$ cat src/rtl/dmem_line_responder_pkg.sv
// Shared types and widths for the single-line write-back data-memory responder.
package dmem_line_responder_pkg;

  localparam int BEAT_W     = 64;
  localparam int LINE_BEATS = 4;
  localparam int LINE_W     = BEAT_W * LINE_BEATS;
  localparam int OFF_W      = 5;
  localparam int TAG_W      = 32 - OFF_W;
  localparam int WORD_W     = 3;
  localparam int CNT_W      = 2;

  typedef enum logic [2:0] {
    IDLE,
    LOOKUP,
    WB,
    FILL_REQ,
    FILL_WAIT,
    RESP
  } state_t;

endpackage

$ cat src/rtl/dmem_line_responder_if.sv
// CPU dmem request/response and burst memory signals; master = CPU + memory side, slave = responder.
interface dmem_line_responder_if;
  import dmem_line_responder_pkg::*;

  logic [31:0]       dmem_addr;
  logic [3:0]        dmem_rmask;
  logic [3:0]        dmem_wmask;
  logic [31:0]       dmem_wdata;
  logic [31:0]       dmem_rdata;
  logic              dmem_resp;

  logic [31:0]       bmem_addr;
  logic              bmem_read;
  logic              bmem_write;
  logic [BEAT_W-1:0] bmem_wdata;
  logic              bmem_ready;
  logic [31:0]       bmem_raddr;
  logic [BEAT_W-1:0] bmem_rdata;
  logic              bmem_rvalid;

  modport master (
    output dmem_addr, dmem_rmask, dmem_wmask, dmem_wdata,
    input  dmem_rdata, dmem_resp,
    input  bmem_addr, bmem_read, bmem_write, bmem_wdata,
    output bmem_ready, bmem_raddr, bmem_rdata, bmem_rvalid
  );

  modport slave (
    input  dmem_addr, dmem_rmask, dmem_wmask, dmem_wdata,
    output dmem_rdata, dmem_resp,
    output bmem_addr, bmem_read, bmem_write, bmem_wdata,
    input  bmem_ready, bmem_raddr, bmem_rdata, bmem_rvalid
  );

endinterface

$ cat src/rtl/dmem_line_merge.sv
// Combinational word select from the line plus byte-masked write merge of one word into it.
module dmem_line_merge
  import dmem_line_responder_pkg::*;
(
  input  logic [LINE_W-1:0] line,
  input  logic [WORD_W-1:0] word,
  input  logic [31:0]       wdata,
  input  logic [3:0]        wmask,
  output logic [31:0]       rword,
  output logic [LINE_W-1:0] merged
);

  logic [7:0] word_base;
  logic [7:0] byte_base;
  logic [1:0] lane;

  always_comb begin
    word_base = {word, 5'd0};
    rword     = line[word_base +: 32];
    merged    = line;
    byte_base = 8'd0;
    lane      = 2'd0;
    for (int b = 0; b < 4; b++) begin
      lane      = 2'(b);
      byte_base = {word, lane, 3'd0};
      if (wmask[b]) merged[byte_base +: 8] = wdata[8*b +: 8];
    end
  end

endmodule

$ cat src/rtl/dmem_line_responder.sv
// Single-entry write-back line buffer answering one outstanding dmem request; misses
// write back a dirty line then fill over the 4-beat burst port.
module dmem_line_responder
  import dmem_line_responder_pkg::*;
(
  input  logic                 clk,
  input  logic                 rst,
  dmem_line_responder_if.slave bus
);

  localparam logic [CNT_W-1:0] LAST_BEAT = CNT_W'(LINE_BEATS - 1);

  state_t             state_q, state_d;
  logic [LINE_W-1:0]  line_q;
  logic [LINE_W-1:0]  merged;
  logic               valid_q, dirty_q;
  logic [TAG_W-1:0]   tag_q;
  logic [TAG_W-1:0]   req_tag;
  logic [WORD_W-1:0]  req_word;
  logic [3:0]         req_wmask;
  logic [31:0]        req_wdata;
  logic               req_write;
  logic [CNT_W-1:0]   cnt_q;
  logic [31:0]        rword;
  logic [7:0]         beat_base;
  logic               req_vld, hit, beat_ok;
  logic               unused_addr_bits;

  assign unused_addr_bits = ^bus.dmem_addr[1:0];
  assign req_vld   = (|bus.dmem_rmask) | (|bus.dmem_wmask);
  assign hit       = valid_q && (tag_q == req_tag);
  assign beat_base = {cnt_q, 6'd0};
  // Beats for any other line (e.g. another requester's burst) are not ours.
  assign beat_ok   = bus.bmem_rvalid && (bus.bmem_raddr == {req_tag, 5'd0});

  dmem_line_merge u_merge (
    .line   (line_q),
    .word   (req_word),
    .wdata  (req_wdata),
    .wmask  (req_wmask),
    .rword  (rword),
    .merged (merged)
  );

  always_comb begin
    state_d         = state_q;
    bus.dmem_resp   = 1'b0;
    bus.dmem_rdata  = 32'd0;
    bus.bmem_read   = 1'b0;
    bus.bmem_write  = 1'b0;
    bus.bmem_addr   = 32'd0;
    bus.bmem_wdata  = '0;
    case (state_q)
      IDLE:     if (req_vld) state_d = LOOKUP;
      LOOKUP: begin
        if (hit) begin
          bus.dmem_resp  = 1'b1;
          bus.dmem_rdata = req_write ? 32'd0 : rword;
          state_d        = IDLE;
        end else if (dirty_q) begin
          state_d = WB;
        end else begin
          state_d = FILL_REQ;
        end
      end
      WB: begin
        bus.bmem_write = 1'b1;
        bus.bmem_addr  = {tag_q, 5'd0};
        bus.bmem_wdata = line_q[beat_base +: BEAT_W];
        if (bus.bmem_ready && cnt_q == LAST_BEAT) state_d = FILL_REQ;
      end
      FILL_REQ: begin
        bus.bmem_read = 1'b1;
        bus.bmem_addr = {req_tag, 5'd0};
        if (bus.bmem_ready) state_d = FILL_WAIT;
      end
      FILL_WAIT: if (beat_ok && cnt_q == LAST_BEAT) state_d = RESP;
      RESP: begin
        bus.dmem_resp  = 1'b1;
        bus.dmem_rdata = req_write ? 32'd0 : rword;
        state_d        = IDLE;
      end
      default:  state_d = IDLE;
    endcase
  end

  always_ff @(posedge clk) begin
    if (rst) begin
      state_q   <= IDLE;
      line_q    <= '0;
      valid_q   <= 1'b0;
      dirty_q   <= 1'b0;
      tag_q     <= '0;
      req_tag   <= '0;
      req_word  <= '0;
      req_wmask <= 4'd0;
      req_wdata <= 32'd0;
      req_write <= 1'b0;
      cnt_q     <= '0;
    end else begin
      state_q <= state_d;
      case (state_q)
        IDLE: if (req_vld) begin
          req_tag   <= bus.dmem_addr[31:OFF_W];
          req_word  <= bus.dmem_addr[OFF_W-1:2];
          req_wmask <= bus.dmem_wmask;
          req_wdata <= bus.dmem_wdata;
          req_write <= |bus.dmem_wmask;
        end
        LOOKUP: begin
          if (hit && req_write) begin
            line_q  <= merged;
            dirty_q <= 1'b1;
          end else if (!hit && !dirty_q) begin
            valid_q <= 1'b0;
          end
        end
        WB: if (bus.bmem_ready) begin
          cnt_q <= cnt_q + 1'b1;
          if (cnt_q == LAST_BEAT) begin
            dirty_q <= 1'b0;
            valid_q <= 1'b0;
          end
        end
        FILL_WAIT: if (beat_ok) begin
          line_q[beat_base +: BEAT_W] <= bus.bmem_rdata;
          cnt_q <= cnt_q + 1'b1;
          if (cnt_q == LAST_BEAT) begin
            valid_q <= 1'b1;
            tag_q   <= req_tag;
          end
        end
        RESP: if (req_write) begin
          line_q  <= merged;
          dirty_q <= 1'b1;
        end
        default: ;
      endcase
    end
  end

endmodule

$ cat src/flat_wrapper.sv
// flat-port wrapper written by rule: the top's interface ports become plain ports
module dmem_line_responder_flat import dmem_line_responder_pkg::*;
  (clk, rst, bus_dmem_addr, bus_dmem_rmask, bus_dmem_wmask, bus_dmem_wdata, bus_dmem_rdata, bus_dmem_resp, bus_bmem_addr, bus_bmem_read, bus_bmem_write, bus_bmem_wdata, bus_bmem_ready, bus_bmem_raddr, bus_bmem_rdata, bus_bmem_rvalid);
  dmem_line_responder_if bus_i ();
  input  logic clk;
  input  logic rst;
  input wire logic [$bits(bus_i.dmem_addr)-1:0] bus_dmem_addr;
  input wire logic [$bits(bus_i.dmem_rmask)-1:0] bus_dmem_rmask;
  input wire logic [$bits(bus_i.dmem_wmask)-1:0] bus_dmem_wmask;
  input wire logic [$bits(bus_i.dmem_wdata)-1:0] bus_dmem_wdata;
  output wire logic [$bits(bus_i.dmem_rdata)-1:0] bus_dmem_rdata;
  output wire logic [$bits(bus_i.dmem_resp)-1:0] bus_dmem_resp;
  output wire logic [$bits(bus_i.bmem_addr)-1:0] bus_bmem_addr;
  output wire logic [$bits(bus_i.bmem_read)-1:0] bus_bmem_read;
  output wire logic [$bits(bus_i.bmem_write)-1:0] bus_bmem_write;
  output wire logic [$bits(bus_i.bmem_wdata)-1:0] bus_bmem_wdata;
  input wire logic [$bits(bus_i.bmem_ready)-1:0] bus_bmem_ready;
  input wire logic [$bits(bus_i.bmem_raddr)-1:0] bus_bmem_raddr;
  input wire logic [$bits(bus_i.bmem_rdata)-1:0] bus_bmem_rdata;
  input wire logic [$bits(bus_i.bmem_rvalid)-1:0] bus_bmem_rvalid;
  assign bus_i.dmem_addr = bus_dmem_addr;
  assign bus_i.dmem_rmask = bus_dmem_rmask;
  assign bus_i.dmem_wmask = bus_dmem_wmask;
  assign bus_i.dmem_wdata = bus_dmem_wdata;
  assign bus_dmem_rdata = bus_i.dmem_rdata;
  assign bus_dmem_resp = bus_i.dmem_resp;
  assign bus_bmem_addr = bus_i.bmem_addr;
  assign bus_bmem_read = bus_i.bmem_read;
  assign bus_bmem_write = bus_i.bmem_write;
  assign bus_bmem_wdata = bus_i.bmem_wdata;
  assign bus_i.bmem_ready = bus_bmem_ready;
  assign bus_i.bmem_raddr = bus_bmem_raddr;
  assign bus_i.bmem_rdata = bus_bmem_rdata;
  assign bus_i.bmem_rvalid = bus_bmem_rvalid;
  dmem_line_responder u_core (.clk(clk), .rst(rst), .bus(bus_i));
endmodule
$ cat config.mk
export PLATFORM = sky130hd
export DESIGN_NAME = dmem_line_responder_flat
export DESIGN_NICKNAME = d
export VERILOG_FILES = /design/src/rtl/dmem_line_responder_pkg.sv /design/src/rtl/dmem_line_responder_if.sv /design/src/rtl/dmem_line_merge.sv /design/src/rtl/dmem_line_responder.sv /design/src/flat_wrapper.sv
export SDC_FILE = /design/constraint.sdc
export NUM_CORES = 1
export LEC_CHECK = 0
export ABC_CLOCK_PERIOD_IN_PS = 4100
export CORE_MARGIN = 2
export CORE_UTILIZATION = 45
export CTS_CLUSTER_DIAMETER = 60
export CTS_CLUSTER_SIZE = 10
export DETAILED_ROUTE_END_ITERATION = 10
export PLACE_DENSITY = 0.68
export SYNTH_ARGS = -nofsm -noshare
export SYNTH_HDL_FRONTEND = slang
export SYNTH_SLANG_ARGS = --single-unit
$ cat constraint.sdc
create_clock -name clk -period 4.1 [get_ports clk]
set_input_delay 0.82 -clock clk [delete_from_list [all_inputs] [get_ports clk]]
set_output_delay 0.82 -clock clk [all_outputs]
set_load 0.05 [all_outputs]
## Yosys cells after proc, flatten, opt, wreduce, memory -nomap -nowiden

Cells that the tools add are included.
Widths: inputs -> output; s select.

- Flip-flop bits (word level): 357
- Input bits: 172
- Output and inout bits: 131
- Word-level logic and storage cells: 114

- Add/sub/neg operators: 6
- Equal/unequal tests: 20
- Shift operators: 12
- Muxes and demuxes: 42
- Bitwise gates (word level): 1
- Reductions and logical operators: 22

Operators with widths:

| operator | count |
|---|---|
| $mux 256 | 7 |
| $bwmux 256 | 5 |
| $shift 8x10->256 const A | 4 |
| $shiftx 8x10->256 | 4 |
| $pmux 256 s3 | 1 |
| $shift 64x10->256 const A | 1 |
| $shiftx 256x9->32 | 1 |
| $shiftx 256x9->64 | 1 |
| $shiftx 64x10->256 | 1 |
| $pmux 32 s2 | 2 |
| $mux 32 | 2 |
| $mux 64 | 1 |
| $neg 8->10 | 5 |
| $eq 32x32->1 | 1 |
| $eq 27x27->1 | 1 |
| $ne 2x1->1 const B | 9 |
| $mux 3 | 5 |
| $pmux 3 s5 | 1 |
| $mux 1 | 12 |
| $reduce_bool 3->1 | 3 |
| $reduce_and 4->1 | 2 |
| $reduce_or 4->1 | 2 |
| $reduce_and 7->1 | 1 |
| $eq 3x2->1 const B | 2 |
| 17 further kinds | 29 |

## Depth between registers and ports, before layout

- Depth in word-level cells: 12
- Gate-level depth with buffers: 12
- Depth with buffers taken out: 9

## By module

A second synthesis with hierarchy kept.

- Cells, all modules: 2822
- Area, all modules: 24602.3 sq um

Modules (own cells, without submodules):

| module | instances | cells an instance | area each (sq um) | seq. area each (sq um) |
|---|---|---|---|---|
| dmem_line_responder | 1 | 2038 | 19099.6 | 7146.9 |
| dmem_line_merge | 1 | 784 | 5502.8 | 0.0 |

## Worst setup path after synthesis

Ideal clock, no wire load.

- Path kind: register to output
- Start point: register u_core.req_tag[11]
- End point: output bus_dmem_rdata[0]
- Arrival time: 3163 ps
- Required time: 3280 ps
- Setup slack: 117 ps
- Cell stages (with the launch flop): 9
- Path buffers: 1
- Cells stage by stage: dfxtp_1 xnor2_1 nand4_1 nor4_4 and2_1 o21a_1 nand2b_1 clkbuf_1 a21oi_1

- Word-level cells in the longest chain between the ends: 4

Ends and longest elaborated chain:

| item | line | text |
|---|---|---|
| start: declaration | dmem_line_responder.sv:18 | `logic [TAG_W-1:0] req_tag;` |
| start signal: assignment | dmem_line_responder.sv:104 | `req_tag <= bus.dmem_addr[31:OFF_W];` |
| $eq 27x27->1 | dmem_line_responder.sv:31 | `assign hit = valid_q && (tag_q == req_tag);` |
| $logic_and 1x1->1 | dmem_line_responder.sv:31 |  |
| $mux 32 | dmem_line_responder.sv:56 | `if (hit) begin` |
| $pmux 32 s2 | dmem_line_responder.sv:53 | `case (state_q)` |
| end: declaration | flat_wrapper.sv:11 | `output wire logic [$bits(bus_i.dmem_rdata)-1:0] bus_dmem_rdata;` |

No other way between the ends.

## Worst setup path in the final report

- Start point: register u_core.req_tag[6]
- End point: output bus_dmem_rdata[29]

The elaborated chain is that of the path after synthesis.

==> summary.txt <==
Run status
  – Run status: completed

Global routing
  – M2 GR Usage: 0.489
  – Most Crowded Layer GR: met2
  – Global-route track usage on met1: 0.397
  – Vias in the first global route: 20000
  – Congestion Overflow GR: 0
  – Gr usage total: 0.316
  – Met3 GRT Util: 0.0874
  – Largest net degree at the start of global routing: 130
  – First-pass GRT wire length: 117 mm
  – Initial antenna violation count: 4

Floorplanning
  – DIE WIDTH: 220 um
  – Area of the core: 46300 um2
  – Die area: 48300 um2
  – Die Y: 220 um
  – Initial Utilization: 0.453
  – Row cnt: 79
  – Num ports: 303

Finish
  – Multi-input gate area: 12700 um2
  – Ant. Diodes: 0
  – Fillers: 4069
  – Commonest non-fill, non-tap cells in the layout: dfxtp_1, a22oi_1, clkdlybuf4s50_1, nand2_1, a211oi_1
  – Share of layout cells above drive strength 1: 0.172
  – Synthesis-to-finish area growth: 23.2%
  – FF/Latch Area: 7160 um2
  – # nets final: 2613
  – Most common cell after layout, fill and taps aside: dfxtp_1

Detailed routing
  – Avg WL per Cell: 25.7 um
  – Drt total wl: 78.2 mm
  – Antenna viol nets, final: 0
  – Vias per inst: 6.70
  – DR pass1 iterations: 6
  – Number of DRC markers in iteration 0: 2345
  – # DRC: 0
  – DR vias: 20400

Setup path
  – Crit path max fanout: 32
  – Largest stage delay on the critical path: 440 ps
  – Beginning of the critical path: u_core.req_tag[6]
  – Crit-path leading delay family: simple AND/OR/NAND/NOR gates
  – Setup crit start kind: flip-flop
  – CP Data Arrival Time: 3220 ps
  – Crit path cell chain: xnor2_1 > nand4_1 > nor4_4 > and2_1 > o21a_1 > nand2b_2 > buf_4 > a21oi_1 > buf_12
  – Crit. End Element: output pin
  – Worst EP required: 3280 ps
  – CP max-delay cell: a21oi_1
  – Crit Path Category: flip-flop to output pin
  – CP bufs+invs: 2
  – Worst r2r src: u_core.state_q[1]

Timing
  – Rel. slew slack: 0.219
  – Hold_ws: 474 ps
  – RSZ-0062 raised after global routing: yes
  – Fmax achieved: 247 MHz
  – Final WS setup: 57.9 ps
  – Worst clock skew: 12.5 ps
  – Fin crit share: 0.986
  – Tmin final: 4040 ps
  – Slew Viols, Final: 0
  – Slew at the pin closest to its max-slew limit: 1170 ps
  – Fin. Hold Viols: 0
  – Final setup violation count: 0

Clock tree
  – Post-CTS Hold Buffers: 0
  – Clk_lat worst skew: 560 ps
  – CTS Sinks: 357
  – Clk root buf: clkbuf_16
  – CTS Buf Count: 42
  – Clk slew on worst S/H paths: 60 ps
  – CTS tree: yes
  – H-tree depth: 2
  – CTS max path bufs: 3

Synth
  – Synth area leader: dfxtp_1
  – Number of synthesized register bits: 357
  – Synth Area in Simple Gates: 0.142
  – Post-Synth XOR/XNOR Area: 0.0217
  – Cells after Synth: 2249
  – Mapped cell area: 20900 um2
  – Post-synth ARST share: 0
  – Sequential fraction of the synthesis area: 0.341
  – Multiplexer share of the synthesized area: 0.151
  – Synth cell types: 66
  – Largest family of logic cells by synthesized area: compound AO/OA/AOI/OAI gates
  – EDFF count, synth: 0
  – Mean cell area of the mapped netlist: 9.31 um2
  – Synth top area share: 0.341
  – Area contributors post-synth: dfxtp_1, mux4_2, a22oi_1
  – Synth warnings: 0
  – Ys flop type: dfxtp_1
  – Compound-Gate Fraction of Synth Area: 0.280
  – Adder-cell share of the synthesized area: 0.00657

Flow run
  – Max Cap Viol: 0

Placement
  – RePlAce Congestion: 0.916
  – Port Buf Inserts: 295
  – DPL Wire Length: 50.8 mm
  – Worst slack, placed: 471 ps

Min path
  – Class of the worst hold path: flip-flop to flip-flop
  – HP Start: u_core.dirty_q

Pwr
  – Power per cell area: 356 nW/um2
  – Worst VDD drop: 0.239 mV
  – LEAKAGE: 7.86 nW
## power breakdown
part	switching [mW]	internal [mW]
logic	1.18	0.660
registers	0.374	3.59
clock network	1.45	1.93
total	3.00	6.19
## area by class of cell
class	count	share of cell area
Clock buffer	48	0.0441
Clock inverter	3	0.000727
Inverter	9	0.00131
Multi-Input combinational cell	1635	0.491
Sequential cell	357	0.278
Tap cell	607	0.0294
Timing Repair Buffer	385	0.156
## per-layer routing
layer / share of wire / wire length [um] / vias to the layer above
met5: 0.00058 / 45 / -
met4: 0.054 / 4230 / 8
met3: 0.12 / 9460 / 297
met2: 0.45 / 35200 / 1422
met1: 0.37 / 29300 / 9724
li1: - / - / 8931
## stage by stage
| stage | std cells | area, um2 | setup TNS [ps] | power (mW) | utilization |
|---|---|---|---|---|---|
| CTS | 3044 | 25800 | 0 | 9.17 | 0.557 |
| global route | 3044 | 25800 | -136 | 9.48 | 0.558 |
| global placement | 2992 | 24600 | 0 | 5.80 | 0.532 |
| finish | 3044 | 25800 | 0 | 9.19 | 0.558 |
| floorplan | 2253 | 21000 | 0 | 5.02 | - |
| detailed placement | 2992 | 24600 | 0 | 5.83 | 0.532 |
## path summary, 6_finish.rpt
check                       endpoint  slack, ps  cells past startpoint
hold / removal        u_core.dirty_q        470                      1
setup / recovery  bus_dmem_rdata[29]         60                      9
hold reg to reg       u_core.dirty_q        470                      1
setup reg to reg  u_core.line_q[159]        670                      6
## flip-flops by register name, indices dropped and copies added (netlist names)
name and cells:
u_core.line_q 256, u_core.state_q 3, u_core.dirty_q 1, u_core.req_wdata 32
u_core.req_wmask 4, u_core.req_word 3, u_core.req_tag 27, u_core.valid_q 1
u_core.req_write 1, u_core.cnt_q 2, u_core.tag_q 27
## cells by family (layout without fill, tap and decap cells)
group	count (synthesis)	count (layout)
multiplexers	156	156
XOR/XNOR	52	52
buffers and inverters	261	445
AND/OR/NAND/NOR	621	621
flip-flops	357	357
other	1	5
AO/OA/AOI/OAI	790	790
adder cells (fa/ha/maj)	11	11
## cells in the mapped netlist (all sizes together) (2+ instances only)
master,count
a211oi,249
a21boi,2
a21o,6
a21oi,216
a221oi,8
a22o,27
a22oi,249
a31oi,19
and2,27
and3,64
buf,80
clkbuf,172
dfxtp,357
ha,11
inv,8
mux2i,28
mux4,128
nand2,229
nand2b,6
nand3,22
nand4,19
nand4b,4
nor2,195
nor2b,13
nor3,22
nor4,10
nor4b,3
o21ai,2
o41ai,3
or4,2
xnor2,48
xor2,4
## timing repair
| action | CTS | global route |
|---|---|---|
| endpoints found under the setup margin | 2 | 9 |
| pin swaps | 0 | 0 |
| resized for setup | 0 | 5 |
| buffers inserted | 1 | 0 |
| hold endpoints to repair | 0 | 0 |
(Power assumes the default switching activity.)
